### config.mk
export PLATFORM = sky130hd
export DESIGN_NAME = step_motor_sequencer_flat
export DESIGN_NICKNAME = d
export VERILOG_FILES = /design/src/rtl/step_motor_sequencer_if.sv /design/src/rtl/step_motor_sequencer.sv /design/src/flat_wrapper.sv
export SDC_FILE = /design/constraint.sdc
export NUM_CORES = 1
export LEC_CHECK = 0
export ABC_CLOCK_PERIOD_IN_PS = 4000
export BUFFER_PORTS_ARGS = -buffer_cell sky130_fd_sc_hd__buf_2
export CORE_AREA = 2 2 147 149
export DETAILED_ROUTE_END_ITERATION = 12
export DIE_AREA = 0 0 149 151
export PLACE_DENSITY_LB_ADDON = 0.3
export SYNTH_ARGS = -nofsm -noshare
export SYNTH_HDL_FRONTEND = slang
export SYNTH_SLANG_ARGS = --single-unit
### constraint.sdc
create_clock -name clk -period 4 [get_ports clk]
set_input_delay 0.2 -clock clk [delete_from_list [all_inputs] [get_ports clk]]
set_output_delay 0.2 -clock clk [all_outputs]
set_load 0.05 [all_outputs]
### src/rtl/step_motor_sequencer_if.sv
// Move-command handshake for one stepper channel: the register block drives the
// command, the sequencer returns ready while it is idle.
interface step_motor_sequencer_if #(
  parameter int CNT_W = 16,
  parameter int DIV_W = 24
);
  logic             cmd_valid;
  logic             cmd_ready;
  logic             cmd_dir;
  logic             cmd_half;
  logic [CNT_W-1:0] cmd_steps;
  logic [DIV_W-1:0] cmd_period;

  modport master (output cmd_valid, cmd_dir, cmd_half, cmd_steps, cmd_period,
                  input  cmd_ready);
  modport slave  (input  cmd_valid, cmd_dir, cmd_half, cmd_steps, cmd_period,
                  output cmd_ready);
endinterface

### src/rtl/step_motor_sequencer.sv
// Bipolar stepper phase sequencer: accepts a move command, issues timed phase
// steps on AX/AY/BX/BY and tracks signed absolute position.
module step_motor_sequencer #(
  parameter int CNT_W = 16,
  parameter int DIV_W = 24,
  parameter int POS_W = 32
) (
  input  logic                    clk,
  input  logic                    reset_n,
  step_motor_sequencer_if.slave   cmd,
  input  logic                    abort,
  input  logic                    hold_en,
  output logic                    busy,
  output logic                    done,
  output logic                    aborted,
  output logic signed [POS_W-1:0] position,
  output logic                    AX,
  output logic                    AY,
  output logic                    BX,
  output logic                    BY
);

  typedef enum logic {IDLE = 1'b0, RUN = 1'b1} state_t;

  typedef struct packed {
    logic             dir;
    logic             half;
    logic [DIV_W-1:0] period_m1;
  } move_t;

  localparam logic signed [POS_W-1:0] POS_ONE = POS_W'(1);

  state_t           state, state_nx;
  move_t            mv;
  logic [CNT_W-1:0] remaining;
  logic [DIV_W-1:0] timer;
  logic [2:0]       idx, idx_nx, inc;
  logic             accept, step_evt, step_go, last_step;

  function automatic logic [3:0] phase(input logic [2:0] i);
    case (i)
      3'd0:    phase = 4'b1000;
      3'd1:    phase = 4'b1010;
      3'd2:    phase = 4'b0010;
      3'd3:    phase = 4'b0110;
      3'd4:    phase = 4'b0100;
      3'd5:    phase = 4'b0101;
      3'd6:    phase = 4'b0001;
      default: phase = 4'b1001;
    endcase
  endfunction

  assign accept    = cmd.cmd_valid & cmd.cmd_ready;
  assign step_evt  = (state == RUN) && (timer == mv.period_m1);
  // abort has priority over a coincident step event
  assign step_go   = step_evt && !abort;
  assign last_step = (remaining == CNT_W'(1));
  assign inc       = mv.half ? 3'd1 : 3'd2;
  assign idx_nx    = !step_go ? idx : (mv.dir ? idx + inc : idx - inc);

  // state register
  always_ff @(posedge clk or negedge reset_n) begin
    if (!reset_n) state <= IDLE;
    else          state <= state_nx;
  end

  // next state
  always_comb begin
    state_nx = state;
    case (state)
      IDLE:    if (accept && cmd.cmd_steps != '0) state_nx = RUN;
      RUN:     if (abort || (step_evt && last_step)) state_nx = IDLE;
      default: state_nx = IDLE;
    endcase
  end

  // FSM outputs
  always_comb begin
    busy          = (state == RUN);
    cmd.cmd_ready = (state == IDLE);
  end

  always_ff @(posedge clk or negedge reset_n) begin
    if (!reset_n) begin
      mv        <= '0;
      remaining <= '0;
      timer     <= '0;
      idx       <= '0;
      position  <= '0;
      done      <= 1'b0;
      aborted   <= 1'b0;
      {AX, AY, BX, BY} <= 4'b0000;
    end else begin
      done <= 1'b0;
      if (accept) begin
        mv.dir       <= cmd.cmd_dir;
        mv.half      <= cmd.cmd_half;
        mv.period_m1 <= (cmd.cmd_period == '0) ? '0 : cmd.cmd_period - DIV_W'(1);
        remaining    <= cmd.cmd_steps;
        timer        <= '0;
        aborted      <= 1'b0;
        if (cmd.cmd_steps == '0) done <= 1'b1;
      end else if (state == RUN) begin
        if (abort) begin
          done    <= 1'b1;
          aborted <= 1'b1;
          timer   <= '0;
        end else if (step_evt) begin
          timer     <= '0;
          idx       <= idx_nx;
          position  <= mv.dir ? position + POS_ONE : position - POS_ONE;
          remaining <= remaining - CNT_W'(1);
          if (last_step) done <= 1'b1;
        end else begin
          timer <= timer + DIV_W'(1);
        end
      end
      // final step pattern is always shown for at least the done cycle
      {AX, AY, BX, BY} <= (state_nx == RUN || step_go || hold_en) ? phase(idx_nx) : 4'b0000;
    end
  end

endmodule

### src/flat_wrapper.sv
// flat-port wrapper written by rule: the top's interface ports become plain ports
module step_motor_sequencer_flat 
#(
  parameter int CNT_W = 16,
  parameter int DIV_W = 24,
  parameter int POS_W = 32
)
  (clk, reset_n, abort, hold_en, busy, done, aborted, position, AX, AY, BX, BY, cmd_cmd_valid, cmd_cmd_dir, cmd_cmd_half, cmd_cmd_steps, cmd_cmd_period, cmd_cmd_ready);
  step_motor_sequencer_if #(.CNT_W(CNT_W), .DIV_W(DIV_W)) cmd_i ();
  input  logic clk;
  input  logic reset_n;
  input  logic abort;
  input  logic hold_en;
  output logic busy;
  output logic done;
  output logic aborted;
  output logic signed [POS_W-1:0] position;
  output logic AX;
  output logic AY;
  output logic BX;
  output logic BY;
  input wire logic [$bits(cmd_i.cmd_valid)-1:0] cmd_cmd_valid;
  input wire logic [$bits(cmd_i.cmd_dir)-1:0] cmd_cmd_dir;
  input wire logic [$bits(cmd_i.cmd_half)-1:0] cmd_cmd_half;
  input wire logic [$bits(cmd_i.cmd_steps)-1:0] cmd_cmd_steps;
  input wire logic [$bits(cmd_i.cmd_period)-1:0] cmd_cmd_period;
  output wire logic [$bits(cmd_i.cmd_ready)-1:0] cmd_cmd_ready;
  assign cmd_i.cmd_valid = cmd_cmd_valid;
  assign cmd_i.cmd_dir = cmd_cmd_dir;
  assign cmd_i.cmd_half = cmd_cmd_half;
  assign cmd_i.cmd_steps = cmd_cmd_steps;
  assign cmd_i.cmd_period = cmd_cmd_period;
  assign cmd_cmd_ready = cmd_i.cmd_ready;
  step_motor_sequencer #(.CNT_W(CNT_W), .DIV_W(DIV_W), .POS_W(POS_W)) u_core (.clk(clk), .reset_n(reset_n), .cmd(cmd_i), .abort(abort), .hold_en(hold_en), .busy(busy), .done(done), .aborted(aborted), .position(position), .AX(AX), .AY(AY), .BX(BX), .BY(BY));
endmodule
==> qor.csv <==
stage,metric,value,unit
cells_and_area,layout cell share with drive strength beyond 1,0.1538,
worst_setup_path,worst reg2reg path depth,11,
grt,largest net degree at the start of global routing,62,
sta,worst slew pin tran,0.7951,ns
placement,routability cong.,0.8393,
worst_setup_path,critical path peak fanout,32,
clock_tree,Post-CTS Resized,0,
cells_and_area,Synth-to-Final Area Change,14.96,%
worst_setup_path,worst r2r src,u_core.mv[25],
worst_hold_path,HP Start,cmd_cmd_steps[2],
drt,drt wl/cell,14.94,um
worst_setup_path,CP Data Required Time,4.28,ns
clock_tree,CTS tree,built,
sta,RSZ-0062 raised after global routing,no,
worst_setup_path,Setup CP Type,reg2reg,
sta,Setup Skew,0.008919,ns
sta,fmax,0.3176,GHz
clock_tree,Post-CTS Setup Inserts,0,
worst_hold_path,Hold Crit Endpoint,u_core.remaining[2],
outcome,status,"complete, no violations",
synthesis,Netlist cell types,69,
worst_setup_path,Worst R2R End,u_core.position[31],
synthesis,Netlist Area Pre-Place,0.007019,mm2
cells_and_area,most frequent cells in the layout,"nand2_1, dfrtp_1, o21ai_0",
worst_setup_path,Worst setup EP type,flop,
sta,Tcrit/Tclk final,0.7871,
floorplanning,Die Y,151,um
grt,total congestion overflow,0,
synthesis,prevailing post-synth register cell,dfrtp_1,
pwr,Sequential Power Share,0.451,
sta,"Hold Vio Cnt, Final",0,
clock_tree,total number of H-tree levels,3,
drt,DRC Markers,0,
drt,DRT Pass-1 Iters,5,
clock_tree,worst-skew pair later-pin latency,0.35,ns
sta,setup TNS,0,ns
flow_run,max_cap viols,0,
cells_and_area,Nets,970,
synthesis,register bit count reported by yosys,108,
grt,vias in the first global route,5793,
drt,final WL,17420,um
worst_hold_path,Hold WC Path Type,in2reg,
floorplanning,io pins,87,
worst_hold_path,cell count of the worst hold path,3,
placement,Placed Area,0.007772,mm2
placement,estimated wirelength of the detail-placed design,13120,um
clock_tree,CTS Hold Bufs,1,
pwr,clock network fraction of design power,0.307,
cells_and_area,Util after Layout,0.3875,
pwr,Pint,1.904,mW
pwr,switching pwr,0.9483,mW
grt,gr usage total,0.1597,
synthesis,syn avg cell area,8.741,um2
clock_tree,Worst-path clk slew,0.07,ns
cells_and_area,Finished Cell Area,0.008069,mm2
floorplanning,Rows,53,
sta,Slew Limit Fails,0,
cells_and_area,ant diodes,0,
drt,initial DRC count,342,
sta,post-route minimum period,3.148,ns
floorplanning,initial core utilization,0.3371,
synthesis,register area share after synthesis,0.3850,
synthesis,Syn Nets,887,
clock_tree,clock root cell,clkbuf_16,
worst_setup_path,startpoint class of the critical path,flop,
synthesis,Synth warnings,0,
clock_tree,Clock Tree Buf Depth,2,
floorplanning,Total Die Area,0.02250,mm2
pwr,sw frac,0.3325,
drt,routed vias,6113,
floorplanning,core area,0.02082,mm2
worst_setup_path,Worst Path Arrival,3.43,ns
pwr,Comb pwr share,0.242,
synthesis,ys async rst share,1.000,
clock_tree,CTS buffer count,9,
pwr,VDD IR-drop max,0.2141,mV
placement,Port Buffers,86,
pwr,Leak,3.635,nW
drt,Vias/cell,5.243,
grt,initial antenna violation count,0,
clock_tree,CTS Sinks,108,
synthesis,post-synthesis cell count,803,
pwr,power density over cell area,353.5,mW/mm2
cells_and_area,"most common cell after layout, fill and taps aside",nand2_1,
worst_setup_path,r2r setup slk,0.85,ns
grt,first-pass GRT wire length,29000,um
synthesis,Post-synth EDFFs,0,
sta,Slew Limit Headroom,0.4699,
drt,post-route ant nets,0,
floorplanning,Die W,149,um
sta,Final setup violation count,0,
pwr,Tot Pwr,2.852,mW
## registers in the layout, summed over array words and instances (netlist names)
register          flops
u_core.AY             1
u_core.BY             1
u_core.BX             1
u_core.idx            3
u_core.mv            26
u_core.remaining     16
u_core.done           1
u_core.timer         24
u_core.aborted        1
u_core.AX             1
u_core.position      32
u_core.busy           1
## power by group through the flow
stage / Combinational (mW) / Clock [mW] / Sequential [mW]
global placement: 0.684 / 0 / 1.31
detailed placement: 0.686 / 0 / 1.31
global route: 0.781 / 0.948 / 1.30
CTS: 0.692 / 0.906 / 1.29
floorplan: 0.479 / 0 / 1.30
finish: 0.692 / 0.874 / 1.29
## worst max-delay path by stage
stage,start,endpoint
after floorplan,u_core.mv[25],u_core.position[26]
after global placement,u_core.mv[25],u_core.position[31]
after detailed placement,u_core.mv[25],u_core.position[26]
after CTS,u_core.mv[25],u_core.position[31]
after global routing,u_core.mv[25],u_core.position[31]
final,u_core.mv[25],u_core.position[31]
## cells in the mapped netlist (4+ instances only)
cell	count	area share
a211oi_1	6	0.0064
o21a_1	7	0.0075
o21ai_0	89	0.063
xnor2_1	56	0.070
nand2_1	113	0.060
or3_1	6	0.0053
o21bai_1	4	0.0043
nand2b_1	8	0.0071
xor2_1	23	0.029
o211ai_1	7	0.0075
nand3b_1	4	0.0043
nor2_1	55	0.029
inv_1	21	0.011
o31ai_1	17	0.018
ha_1	35	0.062
a21oi_1	39	0.028
nor4_1	14	0.012
a31oi_1	5	0.0045
nor4b_1	4	0.0050
and3_1	13	0.012
a21o_1	16	0.017
clkbuf_1	19	0.010
mux2_2	5	0.0080
dfrtp_1	108	0.39
nor3_1	19	0.014
nand3_1	28	0.020
nand4_1	17	0.015
or4_1	4	0.0043
## cell type report
| cell class | instances | area, um2 |
|---|---|---|
| Fill cell | 2162 | 12750 |
| Multi-Input combinational cell | 647 | 4128 |
| Sequential cell | 108 | 2703 |
| Timing Repair Buffer | 98 | 525.5 |
| Tap cell | 275 | 344.1 |
| Clock buffer | 11 | 242.7 |
| Inverter | 22 | 82.58 |
| Clock inverter | 5 | 43.79 |
## metal layers
layer  up-vias  track usage  wire length [um]
met5         -            0                 0
met4         0      0.04667               213
met3        16      0.02500               753
met2       113       0.2493              7688
met1      2908       0.2291              8768
li1       3076            -                 -
## metrics by stage
step	hold slack [ns]	instances	worst slack (ns)
after floorplan	-0.09559	803	0.8600
after global placement	0.3344	1149	0.9221
after detailed placement	0.3415	1149	0.9146
after CTS	0.05155	1166	0.8621
after global routing	0.07866	1166	0.4986
final	0.06285	1166	0.8517
## critical path, cell delays in order, from the launching register on
cell	delay (ns)
dfrtp_1	0.41
inv_1	0.08
buf_4	0.36
ha_1	0.32
a211oi_1	0.28
o21ai_0	0.25
a21oi_1	0.30
nand3_1	0.24
a211oi_1	0.35
o31ai_1	0.15
mux2i_1	0.19
xnor2_1	0.13
## kinds of logic (layout without fill, tap and decap cells)
logic type,count (synthesis),after routing,share of synthesized area
simple gates,308,308,0.2194
mux,7,7,0.01087
buf+inv,48,136,0.02727
compound gates,215,215,0.1884
fa+ha+maj,37,37,0.06809
flops,108,108,0.3850
xor+xnor,80,80,0.1009
Note: power is estimated with default switching activity, not from simulation.
